## src/rtl/serial_subtractor16_pkg.sv

```systemverilog
// Shared types and sizing for the slice-serial 16-bit subtractor.
package serial_subtractor16_pkg;

  localparam int unsigned DataWidth  = 16;
  localparam int unsigned SliceWidth = 4;
  localparam int unsigned NumSlices  = 4;
  localparam int unsigned CntWidth   = $clog2(NumSlices);

  typedef enum logic [1:0] {
    StIdle = 2'd0,
    StRun  = 2'd1,
    StDone = 2'd2
  } state_e;

endpackage

```

## src/rtl/sub4_slice.sv

```systemverilog
// Combinational 4-bit subtractor with borrow-in and borrow-out.
module sub4_slice
  import serial_subtractor16_pkg::*;
(
  input  logic [SliceWidth-1:0] a_i,
  input  logic [SliceWidth-1:0] b_i,
  input  logic                  bin_i,
  output logic [SliceWidth-1:0] diff_o,
  output logic                  bout_o
);

  logic [SliceWidth:0] wide;

  // The extra top bit goes to 1 exactly when the slice underflows.
  always_comb begin
    wide = {1'b0, a_i} - {1'b0, b_i} - {{SliceWidth{1'b0}}, bin_i};
  end

  assign diff_o = wide[SliceWidth-1:0];
  assign bout_o = wide[SliceWidth];

endmodule

```

## src/rtl/serial_subtractor16.sv

```systemverilog
// 16-bit subtractor computing A - B - Bin one 4-bit slice per cycle, with result flags.
module serial_subtractor16
  import serial_subtractor16_pkg::*;
(
  input  logic                 clk,
  input  logic                 rst_n,
  input  logic                 start,
  input  logic [DataWidth-1:0] A,
  input  logic [DataWidth-1:0] B,
  input  logic                 Bin,
  output logic                 busy,
  output logic                 done,
  output logic [DataWidth-1:0] Out,
  output logic                 Cflag,
  output logic                 Zero,
  output logic                 Sign,
  output logic                 Parity,
  output logic                 Overflow
);

  localparam int unsigned AccWidth = DataWidth - SliceWidth;
  localparam logic [CntWidth-1:0] LastSlice = CntWidth'(NumSlices - 1);

  state_e                state_q;
  logic [CntWidth-1:0]   cnt_q;
  logic [DataWidth-1:0]  a_q, b_q;
  logic                  borrow_q;
  logic [AccWidth-1:0]   acc_q;
  logic [DataWidth-1:0]  out_q;
  logic                  cflag_q, zero_q, sign_q, parity_q, overflow_q;

  logic [SliceWidth-1:0] slice_a, slice_b, slice_diff;
  logic                  slice_bout;
  logic [DataWidth-1:0]  result;

  always_comb begin
    slice_a = a_q[cnt_q * SliceWidth +: SliceWidth];
    slice_b = b_q[cnt_q * SliceWidth +: SliceWidth];
    // Completed slices shift in from the top, so the final slice lands above them.
    result  = {slice_diff, acc_q};
  end

  sub4_slice u_slice (
    .a_i    (slice_a),
    .b_i    (slice_b),
    .bin_i  (borrow_q),
    .diff_o (slice_diff),
    .bout_o (slice_bout)
  );

  always_ff @(posedge clk or negedge rst_n) begin
    if (!rst_n) begin
      state_q    <= StIdle;
      cnt_q      <= '0;
      a_q        <= '0;
      b_q        <= '0;
      borrow_q   <= 1'b0;
      acc_q      <= '0;
      out_q      <= '0;
      cflag_q    <= 1'b0;
      zero_q     <= 1'b0;
      sign_q     <= 1'b0;
      parity_q   <= 1'b0;
      overflow_q <= 1'b0;
    end else begin
      case (state_q)
        StIdle, StDone: begin
          if (start) begin
            state_q  <= StRun;
            a_q      <= A;
            b_q      <= B;
            borrow_q <= Bin;
            cnt_q    <= '0;
          end else begin
            state_q  <= StIdle;
          end
        end
        StRun: begin
          acc_q    <= {slice_diff, acc_q[AccWidth-1:SliceWidth]};
          borrow_q <= slice_bout;
          if (cnt_q == LastSlice) begin
            state_q    <= StDone;
            out_q      <= result;
            cflag_q    <= slice_bout;
            zero_q     <= (result == '0);
            sign_q     <= result[DataWidth-1];
            parity_q   <= ~^result;
            overflow_q <= (a_q[DataWidth-1] != b_q[DataWidth-1]) &&
                          (result[DataWidth-1] != a_q[DataWidth-1]);
          end else begin
            cnt_q <= cnt_q + 1'b1;
          end
        end
        default: state_q <= StIdle;
      endcase
    end
  end

  assign busy     = (state_q == StRun);
  assign done     = (state_q == StDone);
  assign Out      = out_q;
  assign Cflag    = cflag_q;
  assign Zero     = zero_q;
  assign Sign     = sign_q;
  assign Parity   = parity_q;
  assign Overflow = overflow_q;

endmodule

```

## config.mk

```make
export PLATFORM = sky130hd
export DESIGN_NAME = serial_subtractor16
export DESIGN_NICKNAME = d
export VERILOG_FILES = /design/src/rtl/serial_subtractor16_pkg.sv /design/src/rtl/sub4_slice.sv /design/src/rtl/serial_subtractor16.sv
export SDC_FILE = /design/constraint.sdc
export NUM_CORES = 1
export LEC_CHECK = 0
export CAP_MARGIN = 30
export CORE_MARGIN = 5
export CORE_UTILIZATION = 52
export DETAILED_ROUTE_END_ITERATION = 8
export HOLD_SLACK_MARGIN = 0.15
export PLACE_DENSITY = 0.81
export REMOVE_ABC_BUFFERS = 1
export SYNTH_ARGS = -nofsm -noshare
export SYNTH_HDL_FRONTEND = slang
export SYNTH_HIERARCHICAL = 1
export SYNTH_SLANG_ARGS = --single-unit
```

## constraint.sdc

```tcl
create_clock -name clk -period 4.6 [get_ports clk]
set_input_delay 1.38 -clock clk [delete_from_list [all_inputs] [get_ports clk]]
set_output_delay 1.38 -clock clk [all_outputs]
set_load 0.02 [all_outputs]
```

Word level (Yosys, flattened, before mapping) --
Index checks and enable logic that the tools add are counted. W data, S select, Z words.
Cells by class: add/sub/neg operators 3, equality and inequality tests 8, shift-type cells 2, multiplexer cells 8, reductions and logical operators 10
Operators with widths (number):
- $shiftx A16 B5 Y4 | 2
- $logic_not A16 Y1 | 1
- $reduce_xnor A16 Y1 | 1
- $pmux W2 S2 | 2
- $mux W2 | 3
- $reduce_and A2 Y1 | 3
- $sub A4 B4 Y5 | 1
- $sub A5 B1 Y5 | 1
- $eq A2 B2 Y1 const B | 2
- $ne A2 B2 Y1 const B | 2
- $reduce_and A3 Y1 | 1
- $add A2 B1 Y2 const B | 1
- $eq A2 B1 Y1 const B | 1
- $logic_not A2 Y1 | 1
- $mux W1 | 2
- $ne A1 B1 Y1 | 2
- $ne A2 B1 Y1 const B | 1
- $pmux W1 S2 | 1
- $reduce_bool A2 Y1 | 1
- $reduce_or A2 Y1 | 1
- $logic_and A1 B1 Y1 | 1
Storage, ports and cells: bits in registers 70, bits of input ports 36, output and inout bits 23, logic and storage cells 43

Depth between registers and ports, before layout --
depth after elaboration 5, mapped depth 15, mapped depth without buffers 14

Hierarchy --
Netlist, hierarchy kept.
By module, submodules not included:
- serial_subtractor16 | times used 1, cells an instance 310, area an instance 3007.9 um^2, seq. area each 1726.7 um^2
- sub4_slice | times used 1, cells an instance 24, area an instance 207.7 um^2, seq. area each 0.0 um^2

Least setup slack after synthesis --
No wires, ideal clock.
path kind reg-to-reg, start point register cnt_q[0], end point register parity_q (netlist: Parity), library setup time 126 ps, arrival 3217 ps, required time 4474 ps, path slack 1257 ps, stages on the path, launching flop included 15, buffers on the path 1, clock period less this slack 3343 ps, path through dfrtp_1 -> buf_2 -> mux4_2 -> fa_1 -> inv_1 -> ha_1 -> o21ai_0 -> nand3b_1 -> xor2_1 -> inv_1 -> ha_1 -> xnor2_1 -> xnor2_1 -> xnor2_1 -> o21ai_0
On the way: longest elaborated chain between the ends 4, elaborated cells on any way between the ends 7, classes of those cells add/sub: 2; eq/ne: 1; shift: 2; reduce/logical: 2
Ends and longest elaborated chain:
- from (decl) | RTL line serial_subtractor16.sv:25 | logic [CntWidth-1:0] cnt_q;
- from (signal assigned) | RTL line serial_subtractor16.sv:91 | cnt_q <= cnt_q + 1'b1;
- $shiftx A16 B5 Y4 | RTL line serial_subtractor16.sv:37 | slice_a = a_q[cnt_q * SliceWidth +: SliceWidth];
- named net slice_a[0] | RTL line serial_subtractor16.sv:32 | logic [SliceWidth-1:0] slice_a, slice_b, slice_diff;
- $sub A4 B4 Y5 | RTL line sub4_slice.sv:16 | wide = {1'b0, a_i} - {1'b0, b_i} - {{SliceWidth{1'b0}}, bin_i};
- $sub A5 B1 Y5 | RTL line sub4_slice.sv:16
- named net slice_diff[3] | RTL line serial_subtractor16.sv:32
- $reduce_xnor A16 Y1 | RTL line serial_subtractor16.sv:87 | parity_q <= ~^result;
- to (signal assigned) | RTL line serial_subtractor16.sv:87
- to (decl) | RTL line serial_subtractor16.sv:30 | logic cflag_q, zero_q, sign_q, parity_q, overflow_q;
The timed path passes the listed nets, and every way through them passes these cells. A chain may end at the register's enable or synchronous reset.

Final worst setup path --
Same ends and word-level chain as after synthesis.

==> flow_summary.html <==
<table>
<tr><th>Metric</th><th>Value</th></tr>
<tr><th colspan="2">GRT</th></tr>
<tr><td>Overflow left after global routing</td><td>0</td></tr>
<tr><td>Vias in the first global route</td><td>2,341</td></tr>
<tr><td>Global-route usage over all layers</td><td>17.06%</td></tr>
<tr><td>Maximum number of pins on one net before global-route repair</td><td>43</td></tr>
<tr><td>First-pass GRT wire length</td><td>10,170 µm</td></tr>
<tr><td>Number of antenna violations at the first check in global routing</td><td>0</td></tr>
<tr><th colspan="2">Worst setup path</th></tr>
<tr><td>Data required time of the worst path</td><td>4.79 ns</td></tr>
<tr><td>Setup Crit Path Kind</td><td>reg2reg</td></tr>
<tr><td>Critical path arrival</td><td>3.86 ns</td></tr>
<tr><td>Cell-by-cell listing of the critical path</td><td>mux4_2, fa_1, inv_1, ha_1, o21ai_0, nand3b_1, xor2_1, inv_1, ha_1, xnor2_1, xnor2_1, xnor2_1, o21ai_0</td></tr>
<tr><td>Number of cells traversed by the worst register-to-register path</td><td>13</td></tr>
<tr><td>CP max FO</td><td>10</td></tr>
<tr><td>CP endpoint kind</td><td>flop</td></tr>
<tr><td>Peak per-stage delay on the critical path</td><td>0.70 ns</td></tr>
<tr><td>Crit path max-delay cell type</td><td>dfrtp_1</td></tr>
<tr><td>Cell type with the highest occurrence count on the critical path</td><td>xnor2_1</td></tr>
<tr><td>Nature of the critical path startpoint</td><td>flop</td></tr>
<tr><th colspan="2">Drt</th></tr>
<tr><td>Post-detailed-route count of antenna-violating nets</td><td>0</td></tr>
<tr><td>Total DRC errors in the routed layout</td><td>0</td></tr>
<tr><td>Wirelength per Cell</td><td>12.82 µm</td></tr>
<tr><td>Final wirelength</td><td>6013 µm</td></tr>
<tr><td>Per-cell via count in the routed design</td><td>4.947</td></tr>
<tr><td>Initial DRT Pass Iterations</td><td>5</td></tr>
<tr><td>Vias post-DR</td><td>2,320</td></tr>
<tr><td>Detailed Route Iter0 Violations</td><td>105</td></tr>
<tr><th colspan="2">Hold path</th></tr>
<tr><td>Number of cells traversed by the worst hold path</td><td>2</td></tr>
<tr><td>Path type of the worst min-delay path</td><td>reg2reg</td></tr>
<tr><th colspan="2">Yosys</th></tr>
<tr><td>Portion of the post-synthesis area used by sequential elements</td><td>53.70%</td></tr>
<tr><td>Share of Yosys cell area claimed by the top area cell type</td><td>53.70%</td></tr>
<tr><td>Most area-consuming cells after synthesis</td><td>dfrtp_1 (54%), nand2_1 (16%), ha_1 (5.8%)</td></tr>
<tr><td>Number of instances in the synthesized netlist</td><td>334</td></tr>
<tr><td>Dominant cell type by area after synthesis</td><td>dfrtp_1</td></tr>
<tr><td>Total standard cell area after synthesis</td><td>0.003216 mm²</td></tr>
<tr><td>Synth Area per Inst</td><td>9.627 µm²</td></tr>
<tr><td>Number of warning messages in the yosys log</td><td>6</td></tr>
<tr><td>Count of cell types in the netlist</td><td>28</td></tr>
<tr><td>Number of synthesized register bits</td><td>69</td></tr>
<tr><th colspan="2">Clock network</th></tr>
<tr><td>CTS H-tree depth</td><td>3</td></tr>
<tr><td>Number of post-CTS setup repair buffers</td><td>0</td></tr>
<tr><td>Post-cts gate resize count</td><td>0</td></tr>
<tr><td>Total clock buffers created by CTS</td><td>9</td></tr>
<tr><td>Hold-fix buffers, CTS</td><td>0</td></tr>
<tr><td>Clock tree from TritonCTS</td><td>yes</td></tr>
<tr><td>Insertion delay of the later-clocked pin in the worst-skew pair</td><td>0.34 ns</td></tr>
<tr><td>Bufs on Longest Clock Path</td><td>2</td></tr>
<tr><td>Buffer type at the clock tree root</td><td>clkbuf_8</td></tr>
<tr><td>CTS sink cnt</td><td>69</td></tr>
<tr><td>Worst-path clk slew</td><td>0.06 ns</td></tr>
<tr><th colspan="2">Floorplan</th></tr>
<tr><td>Initial Utilization</td><td>53.99%</td></tr>
<tr><td># rows</td><td>28</td></tr>
<tr><td>Die height</td><td>88.64 µm</td></tr>
<tr><td>Number of placed I/O pins</td><td>59</td></tr>
<tr><td>Die width</td><td>88.64 µm</td></tr>
<tr><td>Placeable core area</td><td>0.005956 mm²</td></tr>
<tr><td>Die ar.</td><td>0.007856 mm²</td></tr>
<tr><th colspan="2">Cells and area</th></tr>
<tr><td>Layout cells sized above 1</td><td>7.868%</td></tr>
<tr><td>Layout area overhead</td><td>25.06%</td></tr>
<tr><td>Leading cell types in the layout, fill and taps excluded</td><td>nand2_1 (133), dfrtp_1 (69), clkdlybuf4s50_1 (57)</td></tr>
<tr><td>Antenna fix cells</td><td>0</td></tr>
<tr><td>Layout net count</td><td>443</td></tr>
<tr><td>Leading cell type in the layout, fill and taps excluded</td><td>nand2_1</td></tr>
<tr><th colspan="2">STA</th></tr>
<tr><td>Fin. max-slew vios</td><td>0</td></tr>
<tr><td>Setup repair after global routing missed its margin</td><td>no</td></tr>
<tr><td>Post-Route Skew</td><td>0.008110 ns</td></tr>
<tr><td>Transition time at the pin with the least slew margin</td><td>0.9102 ns</td></tr>
<tr><td>Fmax</td><td>0.2730 GHz</td></tr>
<tr><td>Final Hold Viols</td><td>0</td></tr>
<tr><td>Post-route fraction of the period consumed by the critical path</td><td>79.62%</td></tr>
<tr><td>Relative slew slack</td><td>39.32%</td></tr>
<tr><td>Finish-stage setup viols</td><td>0</td></tr>
<tr><td>Time the final worst path needs with I/O delays and setup</td><td>3.663 ns</td></tr>
<tr><td>Sum of negative setup slack</td><td>0 ns</td></tr>
<tr><th colspan="2">Placed design</th></tr>
<tr><td>Placer congestion estimate</td><td>0.7630</td></tr>
<tr><td>I/O Buffers</td><td>58</td></tr>
<tr><td>HPWL reported at the end of detailed placement</td><td>4310 µm</td></tr>
<tr><th colspan="2">Run status</th></tr>
<tr><td>Result of the run</td><td>finished clean</td></tr>
<tr><th colspan="2">Job</th></tr>
<tr><td>Number of violations of the max-capacitance limit</td><td>0</td></tr>
</table>
cell type report:
| cell class | instances | area [µm²] |
|---|---|---|
| Sequential cell | 69 | 1727 |
| Clock buffer | 14 | 162.7 |
| Inverter | 27 | 102.6 |
| Timing Repair Buffer | 62 | 605.6 |
| Fill cell | 496 | 1934 |
| Tap cell | 75 | 93.84 |
| Multi-Input combinational cell | 221 | 1300 |
| Clock inverter | 1 | 30.03 |
critical path, delay by kind of cell, from the launching register on:
family	cells	cell delay (ns)
multiplexers	1	0.60
XOR/XNOR	4	0.72
flip-flops	1	0.70
buffers and inverters	2	0.14
AND/OR/NAND/NOR	1	0.11
adder cells (fa/ha/maj)	3	1.02
AO/OA/AOI/OAI	2	0.24
sequential cells by signal, indices dropped and copies added (netlist names):
signal	flops
Parity	1
Overflow	1
Cflag	1
state_q	2
Out	16
b_q	16
acc_q	12
borrow_q	1
Zero	1
cnt_q	2
a_q	16
path summary, 6_finish.rpt:
kind / start / end / slack (ns)
worst max-delay path: cnt_q[0]$_DFFE_PN0P_ / Parity$_DFFE_PN0P_ / 0.94
worst min-delay path: b_q[0]$_DFFE_PN0P_ / b_q[0]$_DFFE_PN0P_ / 0.47
worst max register to register: cnt_q[0]$_DFFE_PN0P_ / Parity$_DFFE_PN0P_ / 0.94
worst min register to register: b_q[0]$_DFFE_PN0P_ / b_q[0]$_DFFE_PN0P_ / 0.47
max in group asynchronous: rst_n / b_q[12]$_DFFE_PN0P_ / 2.68
min in group asynchronous: rst_n / Out[9]$_DFFE_PN0P_ / 1.17
layer usage:
metal | global-route usage (%) | routed length [µm]
met1 | 20.71 | 2592
met2 | 28.81 | 2973
met3 | 4.097 | 346
met4 | 7.692 | 100
met5 | 0 | 0
stage by stage:
step | cells | hold slack (ns) | utilization (%) | setup slack, ns | area (µm²)
after detailed placement | 454 | 0.4619 | 64.29 | 0.9166 | 3829
final | 469 | 0.4717 | 67.52 | 0.9374 | 4021
after floorplan | 317 | 0.4403 | - | 1.179 | 3127
after CTS | 469 | 0.4771 | 67.52 | 0.8983 | 4021
after global routing | 469 | 0.4923 | 67.52 | 0.4824 | 4021
after global placement | 454 | 0.4532 | 64.29 | 1.005 | 3829
synthesized netlist by cell type:
master and instances:
fa_1 2, dfrtp_1 69, buf_4 1, nand4_1 2, buf_2 11, clkinv_2 1, xor2_1 5, a21oi_1 1
mux2_4 1, nor2b_1 1, ha_1 15, nand2_1 133, xnor2_1 6, nand2b_1 2, a31oi_1 1, o31ai_1 1
nor2_1 4, a21oi_2 1, and2b_1 1, nand2_2 1, o21ai_0 34, inv_1 26, buf_1 1, nand3b_1 1
buf_6 1, clkbuf_1 3, mux4_2 8, nand2b_4 1
logic make-up (layout without fill, tap and decap cells):
kind of cell             after synthesis  after routing  synth area share [%]
XOR/XNOR                              11             11                 2.996
AND/OR/NAND/NOR                      146            146                 18.05
adder cells (fa/ha/maj)               17             17                 7.082
flip-flops                            69             69                 53.70
multiplexers                           9              9                 6.070
AO/OA/AOI/OAI                         38             38                 6.148
buffers and inverters                 44            104                 5.953
Power is left out: the tool's default activity adds up to more than one toggle a clock period on the data nets, which glitch-free logic cannot reach.
